### config.mk
export PLATFORM = sky130hd
export DESIGN_NAME = uart_program_loader
export DESIGN_NICKNAME = d
export VERILOG_FILES = /design/src/rtl/cpu_pkg.sv /design/src/rtl/loader_timeout.sv /design/src/rtl/uart_program_loader.sv
export SDC_FILE = /design/constraint.sdc
export NUM_CORES = 1
export LEC_CHECK = 0
export CORE_UTILIZATION = 55
export DETAILED_ROUTE_END_ITERATION = 16
export GPL_ROUTABILITY_DRIVEN = 1
export HOLD_SLACK_MARGIN = 0.12
export MAX_ROUTING_LAYER = met4
export PLACE_DENSITY = 0.89
export SYNTH_ARGS = -nofsm -noshare
export SYNTH_HDL_FRONTEND = slang
export SYNTH_HIERARCHICAL = 1
export SYNTH_SLANG_ARGS = --single-unit
### constraint.sdc
create_clock -name Clk -period 6.4 [get_ports Clk]
set_input_delay 1.6 -clock Clk [delete_from_list [all_inputs] [get_ports Clk]]
set_output_delay 1.6 -clock Clk [all_outputs]
set_load 0.05 [all_outputs]
### src/rtl/cpu_pkg.sv
// Shared definitions for the CPU program-load path: loader state encoding,
// frame sync marker and instruction memory geometry.
package cpu_pkg;

    localparam int         IMEM_DEPTH  = 32;
    localparam int         IMEM_ADDR_W = 5;
    localparam logic [7:0] SYNC_BYTE   = 8'hA5;

    typedef enum logic [2:0] {
        IDLE     = 3'd0,
        WAIT_LEN = 3'd1,
        LOAD     = 3'd2,
        CHECK    = 3'd3,
        DONE     = 3'd4,
        ERROR    = 3'd5
    } state_t;

endpackage

### src/rtl/loader_timeout.sv
// Inter-byte idle counter: counts enabled cycles since the last clear and
// flags the cycle on which the limit is reached.
module loader_timeout #(
    parameter int LIMIT = 100000
) (
    input  logic Clk,
    input  logic Reset_n,
    input  logic clear,
    input  logic enable,
    output logic expire
);

    localparam int W = $clog2(LIMIT + 1);

    logic [W-1:0] count;

    always_ff @(posedge Clk or negedge Reset_n) begin
        if (!Reset_n) begin
            count <= '0;
        end else if (clear) begin
            count <= '0;
        end else if (enable) begin
            count <= count + W'(1);
        end
    end

    assign expire = enable && (count == W'(LIMIT - 1));

endmodule

### src/rtl/uart_program_loader.sv
// Receives a framed program (sync, length, bytes, checksum) from the UART and
// writes it into instruction memory, holding the CPU in reset until it checks out.
module uart_program_loader #(
    parameter int         ADDR_W      = cpu_pkg::IMEM_ADDR_W,
    parameter int         DEPTH       = cpu_pkg::IMEM_DEPTH,
    parameter logic [7:0] SYNC_BYTE   = cpu_pkg::SYNC_BYTE,
    parameter int         TIMEOUT_CYC = 100000
) (
    input  logic              Clk,
    input  logic              Reset_n,
    input  logic [7:0]        Rx_data,
    input  logic              Rx_valid,
    output logic              Imem_we,
    output logic [ADDR_W-1:0] Imem_addr,
    output logic [7:0]        Imem_wdata,
    output logic              Cpu_reset,
    output logic              Load_done,
    output logic              Load_err,
    output logic [2:0]        dbg_state
);

    import cpu_pkg::*;

    localparam int CNT_W = $clog2(DEPTH + 1);

    state_t           state;
    state_t           next_state;
    logic [CNT_W-1:0] count;
    logic [CNT_W-1:0] len;
    logic [7:0]       csum;
    logic             active;
    logic             expire;
    logic             tmo_clear;
    logic             len_ok;
    logic             last_byte;
    logic             sync_seen;

    assign active    = (state == WAIT_LEN) || (state == LOAD) || (state == CHECK);
    assign len_ok    = (Rx_data != 8'd0) && (int'(Rx_data) <= DEPTH);
    assign last_byte = (count + CNT_W'(1)) == len;
    assign sync_seen = Rx_valid && (Rx_data == SYNC_BYTE);
    // Any received byte or state change restarts the idle window.
    assign tmo_clear = Rx_valid || !active || (next_state != state);
    assign dbg_state = state;

    loader_timeout #(
        .LIMIT(TIMEOUT_CYC)
    ) u_timeout (
        .Clk    (Clk),
        .Reset_n(Reset_n),
        .clear  (tmo_clear),
        .enable (active),
        .expire (expire)
    );

    always_ff @(posedge Clk or negedge Reset_n) begin
        if (!Reset_n) begin
            state <= IDLE;
        end else begin
            state <= next_state;
        end
    end

    // A received byte always wins over a timeout expiring in the same cycle.
    always_comb begin
        next_state = state;
        case (state)
            IDLE:     if (sync_seen) next_state = WAIT_LEN;
            WAIT_LEN: begin
                if (Rx_valid)    next_state = len_ok ? LOAD : ERROR;
                else if (expire) next_state = ERROR;
            end
            LOAD: begin
                if (Rx_valid) begin
                    if (last_byte) next_state = CHECK;
                end else if (expire) begin
                    next_state = ERROR;
                end
            end
            CHECK: begin
                if (Rx_valid)    next_state = (Rx_data == csum) ? DONE : ERROR;
                else if (expire) next_state = ERROR;
            end
            DONE:     if (sync_seen) next_state = WAIT_LEN;
            ERROR:    if (sync_seen) next_state = WAIT_LEN;
            default:  next_state = IDLE;
        endcase
    end

    always_ff @(posedge Clk or negedge Reset_n) begin
        if (!Reset_n) begin
            Imem_we    <= 1'b0;
            Imem_addr  <= '0;
            Imem_wdata <= '0;
            Cpu_reset  <= 1'b1;
            Load_done  <= 1'b0;
            Load_err   <= 1'b0;
            count      <= '0;
            len        <= '0;
            csum       <= '0;
        end else begin
            Imem_we <= 1'b0;
            if (state == WAIT_LEN && Rx_valid) begin
                len   <= Rx_data[CNT_W-1:0];
                count <= '0;
                csum  <= '0;
            end
            if (state == LOAD && Rx_valid) begin
                Imem_we    <= 1'b1;
                Imem_addr  <= count[ADDR_W-1:0];
                Imem_wdata <= Rx_data;
                csum       <= csum + Rx_data;
                count      <= count + CNT_W'(1);
            end
            // Status outputs follow the state being entered so they line up with it.
            Cpu_reset <= (next_state != DONE);
            Load_done <= (next_state == DONE);
            Load_err  <= (next_state == ERROR);
        end
    end

endmodule

==> results of run 1 <==
[registers in the layout (all words and copies together), names as in the netlist]
name             count
dbg_state            3
count                6
Load_done            1
Imem_we              1
len                  6
Cpu_reset            1
Imem_wdata           8
Imem_addr            5
Load_err             1
u_timeout/count     17
csum                 8
[synthesized netlist by cell type (3+ instances only)]
cell / n / area share (%)
dfrtp_1: 56 / 46
inv_1: 9 / 1.1
mux2_2: 6 / 2.2
xnor2_1: 12 / 3.4
or4b_1: 3 / 0.98
and3_1: 4 / 0.82
nand3_1: 11 / 1.8
nand2_1: 60 / 7.4
o31ai_1: 4 / 0.98
nor3_1: 4 / 0.66
or4_1: 3 / 0.74
buf_2: 3 / 0.49
a22o_1: 4 / 1.1
clkbuf_1: 4 / 0.49
nand4_1: 6 / 1.2
o21ai_0: 15 / 2.5
a21oi_1: 14 / 2.3
nor2_1: 25 / 3.1
xor2_1: 13 / 3.7
or3_1: 4 / 0.82
ha_1: 9 / 3.7
[critical path, cell delays in order]
cell	delay, ns
clkdlybuf4s50_1	0.56
nand4b_1	0.17
buf_4	0.27
inv_1	0.38
nor2_1	0.85
o21ai_0	0.21
o21ai_0	0.12
[power breakdown]
group | leakage, nW | total (mW) | switching [mW] | internal, mW
clock network | 0.113 | 0.372 | 0.143 | 0.229
registers | 0.775 | 0.367 | 0.00302 | 0.364
logic | 0.723 | 0.0476 | 0.0289 | 0.0187
[metal layers]
metal	vias to the layer above	wire length (um)
met5	-	0
met4	0	135
met3	17	304
met2	91	3130
met1	1153	2960
li1	1179	-
[layout make-up]
type,count,area [um2],area share [%]
inverter,10,37.5,1.04
multi-input combinational,237,1540,42.5
sequential,57,1430,39.4
clock buffer,11,141,3.90
timing repair buffer,32,310,8.56
clock inverter,5,78.8,2.18
tap,70,87.6,2.42
[cell families after synthesis]
| logic type | after synthesis | share of synthesized area, % |
|---|---|---|
| AND/OR/NAND/NOR | 138 | 22.8 |
| adder cells (fa/ha/maj) | 10 | 4.34 |
| AO/OA/AOI/OAI | 56 | 12.8 |
| multiplexers | 7 | 2.54 |
| XOR/XNOR | 26 | 7.91 |
| flip-flops | 57 | 46.7 |
| buffers and inverters | 20 | 2.83 |
[worst max-delay path by stage]
stage / start / end / slack [ns] / depth (start not counted)
detailed placement: Rx_valid / count[2] / 2.20 / 7
floorplan: Rx_data[0] / csum[6] / 3.25 / 8
finish: Rx_valid / count[2] / 2.47 / 7
CTS: Rx_valid / count[2] / 2.51 / 7
global route: Rx_valid / count[2] / 2.23 / 7
global placement: Rx_valid / u_timeout/count[13] / 2.34 / 6
[per-stage QoR]
step           std cells  total power [mW]  hold WS [ns]
2_1_floorplan        314             0.397         0.454
3_3_place_gp         406             0.420         0.462
3_5_place_dp         406             0.421         0.462
4_1_cts              422             0.792         0.480
5_1_grt              422             0.812         0.511
6_report             422             0.787         0.478
==> impl_metrics.ini, run 1 <==
[critical_path]
reg2reg_slack_ns = 2.70
critical_path_arrival_ns = 4.18
crit_type = in -> reg
worstSetupStartpointType = primary input
r2r_end = u_timeout/count[13]
cp.required_ns = 6.64
reg2reg_from = dbg_state[0]
reg2reg_depth = 10
crit_path_end_kind = flip-flop
cp_max_fo = 24

[routing]
viasPerCell = 5.78
wl_per_cell_um = 15.5
dr.pass1.iters = 5
drtIter0Drc = 291
vias = 2440
final_antenna_net_count = 0
wl_um = 6530
remaining_drc_errors = 0

[pwr]
leakagePower_nw = 1.61
powerDensity_nw_per_um2 = 217
ir_drop_v = 0.000264

[clocking]
clock-root-buffer = clkbuf_8
clk_pin_slew_worst_paths_ns = 0.07
cts_sinks = 57
clock_path_buffers = 2
cts-buffers-inserted = 9
cts_tree = yes
cts_setup_buffers = 0
postCtsHoldBufs = 0
cts_resized = 0
clk_latency_ns = 0.33
htree_levels = 3

[sta]
max_freq_ghz = 0.254
setup_viol = 0
maxSlewViolCount = 0
grt_setup_unrepaired = no
worst_slack_ns = 2.47
slew_headroom_pct = 37.2
hold_violations = 0
skew_ns = 0.00940
min_period_over_period_pct = 61.4
layout_min_cycle_time_ns = 3.93
tns_ns = 0
worst_slew_pin_slew_ns = 0.939

[yosys]
syn_avg_cell_area_um2 = 9.73
seq_area_frac_synth_pct = 46.7
synthFlopType = dfrtp_1
syn_area_um2 = 3050
ys_ff_latch = 57
ys_types = 60
synth_edf_count = 0
syn_nets = 335
syn-instance-count = 314
yosysWarnings = 6
synthArstFlopShare_pct = 100

[placement]
globalplace.congestion = 0.864
io_buffers = 30
dpl_cell_area_um2 = 3400
dp_slack_ns = 2.20
hpwlAfterDp_um = 4400

[run_status]
status = complete, no violations

[global_route]
top_usage_layer = met2
grt_pass1_wl_um = 11200
antenna_found_initial = 0
grt_max_degree = 58
grt_overflow = 0
grt_pass1_vias = 2463
grt_use_total_pct = 25.3
use_met1_pct = 31.4
use_met2_pct = 40.1
met3_usage_pct = 5.03

[cells_and_area]
drive_gt1_share_pct = 10.8
areaGrowthSynthToFinish_pct = 18.6
utilization_pct = 69.2
layout_common_cells = nand2_1, dfrtp_1, clkdlybuf4s50_1
design_area_um2 = 3620
fillerInstances = 364
n_antenna_cell = 0
num-nets-final = 368
final_common_cell = nand2_1

[die]
floorplan.rows = 26
die_h_um = 76.5
die_area_um2 = 5860
io_pins = 31
die_width_um = 76.5
start_util_pct = 58.3
core_um2 = 5240

[worst_hold_path]
min_from = Imem_wdata[3]
hold_class = reg -> reg
min_to = Imem_wdata[3]
hold_path_depth = 2

[job]
cap_violations = 0
Power figures use the tool's default switching activity.
==> inputs of run 2 (changes only) <==
CORE_UTILIZATION = 51   (was 55)
PLACE_DENSITY = 0.87   (was 0.89)
clock period = 3.55 ns   (was 6.4 ns; I/O delays follow)
==> run 2 against run 1 <==
  * Worst setup slack got worse by 1.9 ns
  * Register-to-register slack got worse by 2.2 ns
  * Global-route usage fell by 1.2 points
  * Cell count rose by 1.7%
  * Clock-buffer cell count did not move
  * Worst hold slack got worse by 0.0041 ns
  * Clock skew rose by 0.0011 ns
  * Utilization fell by 4.9 points
  * Highest routed layer unchanged
==> impl_metrics.ini, run 2 (synthesis results as in run 1) <==
[run_status]
status = complete, no violations

[cells_and_area]
n_antenna_cell = 0
largest-register = u_timeout/count
areaGrowthSynthToFinish_pct = 18.7
final_common_cell = nand2_1
drive_gt1_share_pct = 12.3
num-nets-final = 373
fillerInstances = 436
largest_reg_flops = 17
multi_input_comb_area_um2 = 1540
reg_top3 = u_timeout/count x17, Imem_wdata x8, csum x8
layout.area.seq_um2 = 1430
layout_common_cells = nand2_1, dfrtp_1, clkdlybuf4s50_1

[placement]
io_buffers = 30
globalplace.congestion = 0.829
hpwlAfterDp_um = 4570

[critical_path]
crit_path_end_kind = flip-flop
slowest_delay_ns = 0.58
cp_max_fo = 12
critical_path_arrival_ns = 3.28
reg2reg_depth = 12
slowest_stage = dfrtp_1
crit_type = reg -> reg
reg2reg_from = dbg_state[0]
worstSetupStartpointType = flip-flop
worstSetupStartpoint = dbg_state[0]
cp.required_ns = 3.81
crit_top_cell = nor2_1
crit_chain = nor2_1 > nor2_1 > buf_4 > nand4_1 > nor3_1 > nor2_1 > nand3b_1 > buf_4 > o211a_1 > nand4_4 > or4_1 > a21oi_1

[clocking]
clk_pin_slew_worst_paths_ns = 0.06
clock-root-buffer = clkbuf_8
postCtsHoldBufs = 0
cts-buffers-inserted = 9
htree_levels = 3
cts_tree = yes
cts_resized = 0
clk_latency_ns = 0.34
cts_setup_buffers = 0
cts_sinks = 57
clock_path_buffers = 2

[die]
floorplan.rows = 27
io_pins = 31
die_area_um2 = 6300
start_util_pct = 54.1
die_h_um = 79.4
die_width_um = 79.4
core_um2 = 5640

[sta]
tns_ns = 0
skew_ns = 0.0105
maxSlewViolCount = 0
layout_min_cycle_time_ns = 3.02
slew_headroom_pct = 30.5
grt_setup_unrepaired = no
setup_viol = 0
max_freq_ghz = 0.331
worst_slew_pin_slew_ns = 1.04
hold_violations = 0
hold_ws_ns = 0.474
min_period_over_period_pct = 85.0

[routing]
drtIter0Drc = 209
final_antenna_net_count = 0
vias = 2509
viasPerCell = 5.85
dr.pass1.iters = 4
wl_per_cell_um = 15.3
remaining_drc_errors = 0
wl_um = 6570

[pwr]
clkPwrFrac_pct = 42.2
combPwrFrac_pct = 6.6
leakagePower_nw = 1.61
ir_drop_v = 0.000303
powerDensity_nw_per_um2 = 357
swShare_pct = 24.5
p_int_uw = 978
netSwitchingPower_uw = 318
p_seq_share_pct = 51.2

[worst_hold_path]
hold_path_depth = 2
min_from = Imem_wdata[3]
hold_class = reg -> reg

[global_route]
grt_pass1_vias = 2428
antenna_found_initial = 0
grt_use_total_pct = 24.1
grt_max_degree = 46
grt_overflow = 0
grt_pass1_wl_um = 11200

[job]
cap_violations = 0
-- run 2: worst paths after layout --
kind	to	slack (ns)
max in group asynchronous	Imem_wdata[5]	2.07
setup / recovery	u_timeout/count[15]	0.53
hold reg to reg	Imem_wdata[3]	0.47
setup reg to reg	u_timeout/count[15]	0.53
min in group asynchronous	u_timeout/count[6]	0.72
hold / removal	Imem_wdata[3]	0.47
-- run 2: routing by layer --
metal / wire (um) / global-route usage, %
met2: 3160 / 37.2
met3: 319 / 5.26
met4: 119 / 10.2
met5: 0 / -
met1: 2980 / 30.8
-- run 2: cell type report --
type / count / share of cell area [%]
multi-input combinational: 237 / 42.5
sequential: 57 / 39.4
timing repair buffer: 37 / 9.60
clock buffer: 11 / 4.18
tap: 72 / 2.49
inverter: 10 / 1.04
clock inverter: 5 / 0.828
-- run 2: through the flow --
stage / setup slack [ns] / cell area, um2 / util, % / instances / power, mW
after floorplan: 0.630 / 3050 / - / 314 / 0.715
after global placement: 0.440 / 3440 / 61.0 / 413 / 0.758
after detailed placement: 0.352 / 3440 / 61.0 / 413 / 0.761
after CTS: 0.567 / 3620 / 64.2 / 429 / 1.31
after global routing: 0.283 / 3620 / 64.2 / 429 / 1.35
final: 0.533 / 3620 / 64.2 / 429 / 1.30
-- run 2: power groups by stage --
| stage | logic [mW] | clock network, mW | registers (mW) |
|---|---|---|---|
| 2_1_floorplan | 0.0317 | 0 | 0.684 |
| 3_3_place_gp | 0.0840 | 0 | 0.674 |
| 3_5_place_dp | 0.0859 | 0 | 0.675 |
| 4_1_cts | 0.0865 | 0.561 | 0.663 |
| 5_1_grt | 0.0935 | 0.593 | 0.663 |
| 6_report | 0.0857 | 0.547 | 0.663 |
-- run 2: critical path: cells and delay by family (launching register included) --
family	cells	cell delay, ns
simple gates	8	1.60
compound gates	2	0.41
flops	1	0.58
buf+inv	2	0.35
==> inputs of run 3 (changes only) <==
CORE_UTILIZATION = 55   (was 51)
PLACE_DENSITY = 0.89   (was 0.87)
clock period = 3 ns   (was 3.55 ns; I/O delays follow)
==> run 3 against run 2 <==
  * Non-clock buffer count rose by 6
  * Clock skew is 0.0015 ns lower
  * Cell count grew 0.93%
  * Maximum frequency increased by 7.3%
  * Worst setup slack got worse by 0.35 ns
  * First-iteration DRC count rose by 0.48%
  * Wire length is 2.0% lower
  * Utilization increased by 6.0 points
  * Sequential share of layout area down 0.59 points
  * Register-to-register slack worse by 0.35 ns
  * Sequential power is 18% higher
  * Highest routed layer unchanged
  * Worst hold slack worse by 0.073 ns
  * Largest cell class unchanged
==> impl_metrics.ini, run 3 (synthesis results as in run 1) <==
[pwr]
clkPwrFrac_pct = 42.1
p_total_mw = 1.54
leakagePower_nw = 1.65
swShare_pct = 24.5
p_int_mw = 1.16
powerDensity_nw_per_um2 = 418
netSwitchingPower_uw = 376
ir_drop_v = 0.000322
combPwrFrac_pct = 7.0
p_seq_share_pct = 51.0

[cells_and_area]
multi_input_comb_area_um2 = 1540
areaGrowthSynthToFinish_pct = 20.5
num-nets-final = 379
largest_reg_flops = 17
final_common_cell = nand2_1
layoutNonFillerInstCount = 433
drive_gt1_share_pct = 13.8
largest-register = u_timeout/count
layout.area.seq_um2 = 1430
reg_top3 = u_timeout/count x17, Imem_wdata x8, csum x8
fillerInstances = 385
n_antenna_cell = 0
layout_common_cells = nand2_1, dfrtp_1, clkdlybuf4s50_1

[clocking]
htree_levels = 3
clk_latency_ns = 0.33
cts_resized = 0
cts_sinks = 57
cts_setup_buffers = 0
postCtsHoldBufs = 0
cts-buffers-inserted = 9
cts_tree = yes
clock-root-buffer = clkbuf_8
clk_pin_slew_worst_paths_ns = 0.06
clock_path_buffers = 2

[sta]
worst_slew_pin_slew_ns = 0.951
setup_viol = 0
maxSlewViolCount = 0
max_freq_ghz = 0.356
min_period_over_period_pct = 93.7
hold_violations = 0
skew_ns = 0.00904
layout_min_cycle_time_ns = 2.81
tns_ns = 0
slew_headroom_pct = 36.4
grt_setup_unrepaired = no

[critical_path]
crit_chain = or4b_1 > nor3_1 > nor2_1 > nand3b_1 > o211a_1 > nand4_4 > or4b_1 > a21oi_1
path_buf_inv = 0
critical_path_arrival_ns = 3.07
crit_top_cell = or4b_1
worstSetupStartpointType = flip-flop
crit_path_end_kind = flip-flop
slowest_delay_ns = 0.56
path_delay_family = simple AND/OR/NAND/NOR gates
cp_max_fo = 7
slowest_stage = or4b_1
cp.required_ns = 3.25
crit_type = reg -> reg

[global_route]
grt_max_degree = 58
grt_overflow = 0
antenna_found_initial = 0
grt_pass1_vias = 2444
grt_use_total_pct = 25.8
grt_pass1_wl_um = 11300

[worst_hold_path]
hold_class = in -> async

[job]
cap_violations = 0

[routing]
dr.pass1.iters = 4
vias = 2470
wl_um = 6440
viasPerCell = 5.70
final_antenna_net_count = 0
remaining_drc_errors = 0
wl_per_cell_um = 14.9
drtIter0Drc = 210

[die]
die_area_um2 = 5860
die_h_um = 76.5
core_um2 = 5240
start_util_pct = 58.3
io_pins = 31
die_width_um = 76.5
floorplan.rows = 26

[placement]
dp_cells = 417
hpwlAfterDp_um = 4570
io_buffers = 30
globalplace.congestion = 0.861

[run_status]
status = complete, no violations
run 3: changes by cell type in the layout (fill, tap and decap cells not counted):
cell | previous run | this run
buf_4 | 7 | 12
buf_12 | 0 | 1
run 3: metal layers:
layer	GRT usage [%]	vias to the layer above	share of wire [%]
li1	-	1193	-
met5	-	-	0
met3	6.47	5	5.1
met4	9.04	0	0.65
met2	38.5	66	48
met1	34.3	1206	47
run 3: power by group through the flow:
stage	Combinational [mW]	Sequential [mW]	Clock, mW
floorplan	0.0375	0.809	0
global placement	0.106	0.798	0
detailed placement	0.108	0.798	0
CTS	0.108	0.784	0.660
global route	0.116	0.785	0.699
finish	0.107	0.784	0.647
run 3: worst reg2reg max path: stages (launching register included):
cell	delay, ns
dfrtp_1	0.46
or4b_1	0.56
nor3_1	0.23
nor2_1	0.07
nand3b_1	0.24
o211a_1	0.30
nand4_4	0.16
or4b_1	0.55
a21oi_1	0.17
run 3: layout make-up:
type / instances / area share (%)
multi-input cells: 237 / 41.9
flip-flops and latches: 57 / 38.8
repair buffers: 43 / 11.0
clock buffers: 11 / 4.11
well taps: 70 / 2.38
inverters: 10 / 1.02
clock inverters: 5 / 0.816
run 3: worst paths after layout:
kind                               startpoint  slack [ns]             endpoint  cells past startpoint
min reg2reg                      Imem_addr[4]        0.47         Imem_addr[4]                      2
min in group Clk                 Imem_addr[4]        0.47         Imem_addr[4]                      2
max                        u_timeout/count[8]        0.19  u_timeout/count[13]                      8
min                                   Reset_n        0.40   u_timeout/count[1]                      2
max reg2reg                u_timeout/count[8]        0.19  u_timeout/count[13]                      8
max in group asynchronous             Reset_n        2.32            Cpu_reset                      2
run 3: metrics by stage:
stage | cell area [um2] | setup WS [ns] | util, % | hold slack [ns]
3_5_place_dp | 3500 | 0.0413 | 66.8 | 0.463
5_1_grt | 3680 | 0.0110 | 70.3 | 0.416
6_report | 3680 | 0.188 | 70.3 | 0.401
3_3_place_gp | 3500 | 0.128 | 66.8 | 0.456
4_1_cts | 3680 | 0.210 | 70.3 | 0.411
2_1_floorplan | 3050 | 0.0802 | - | 0.454
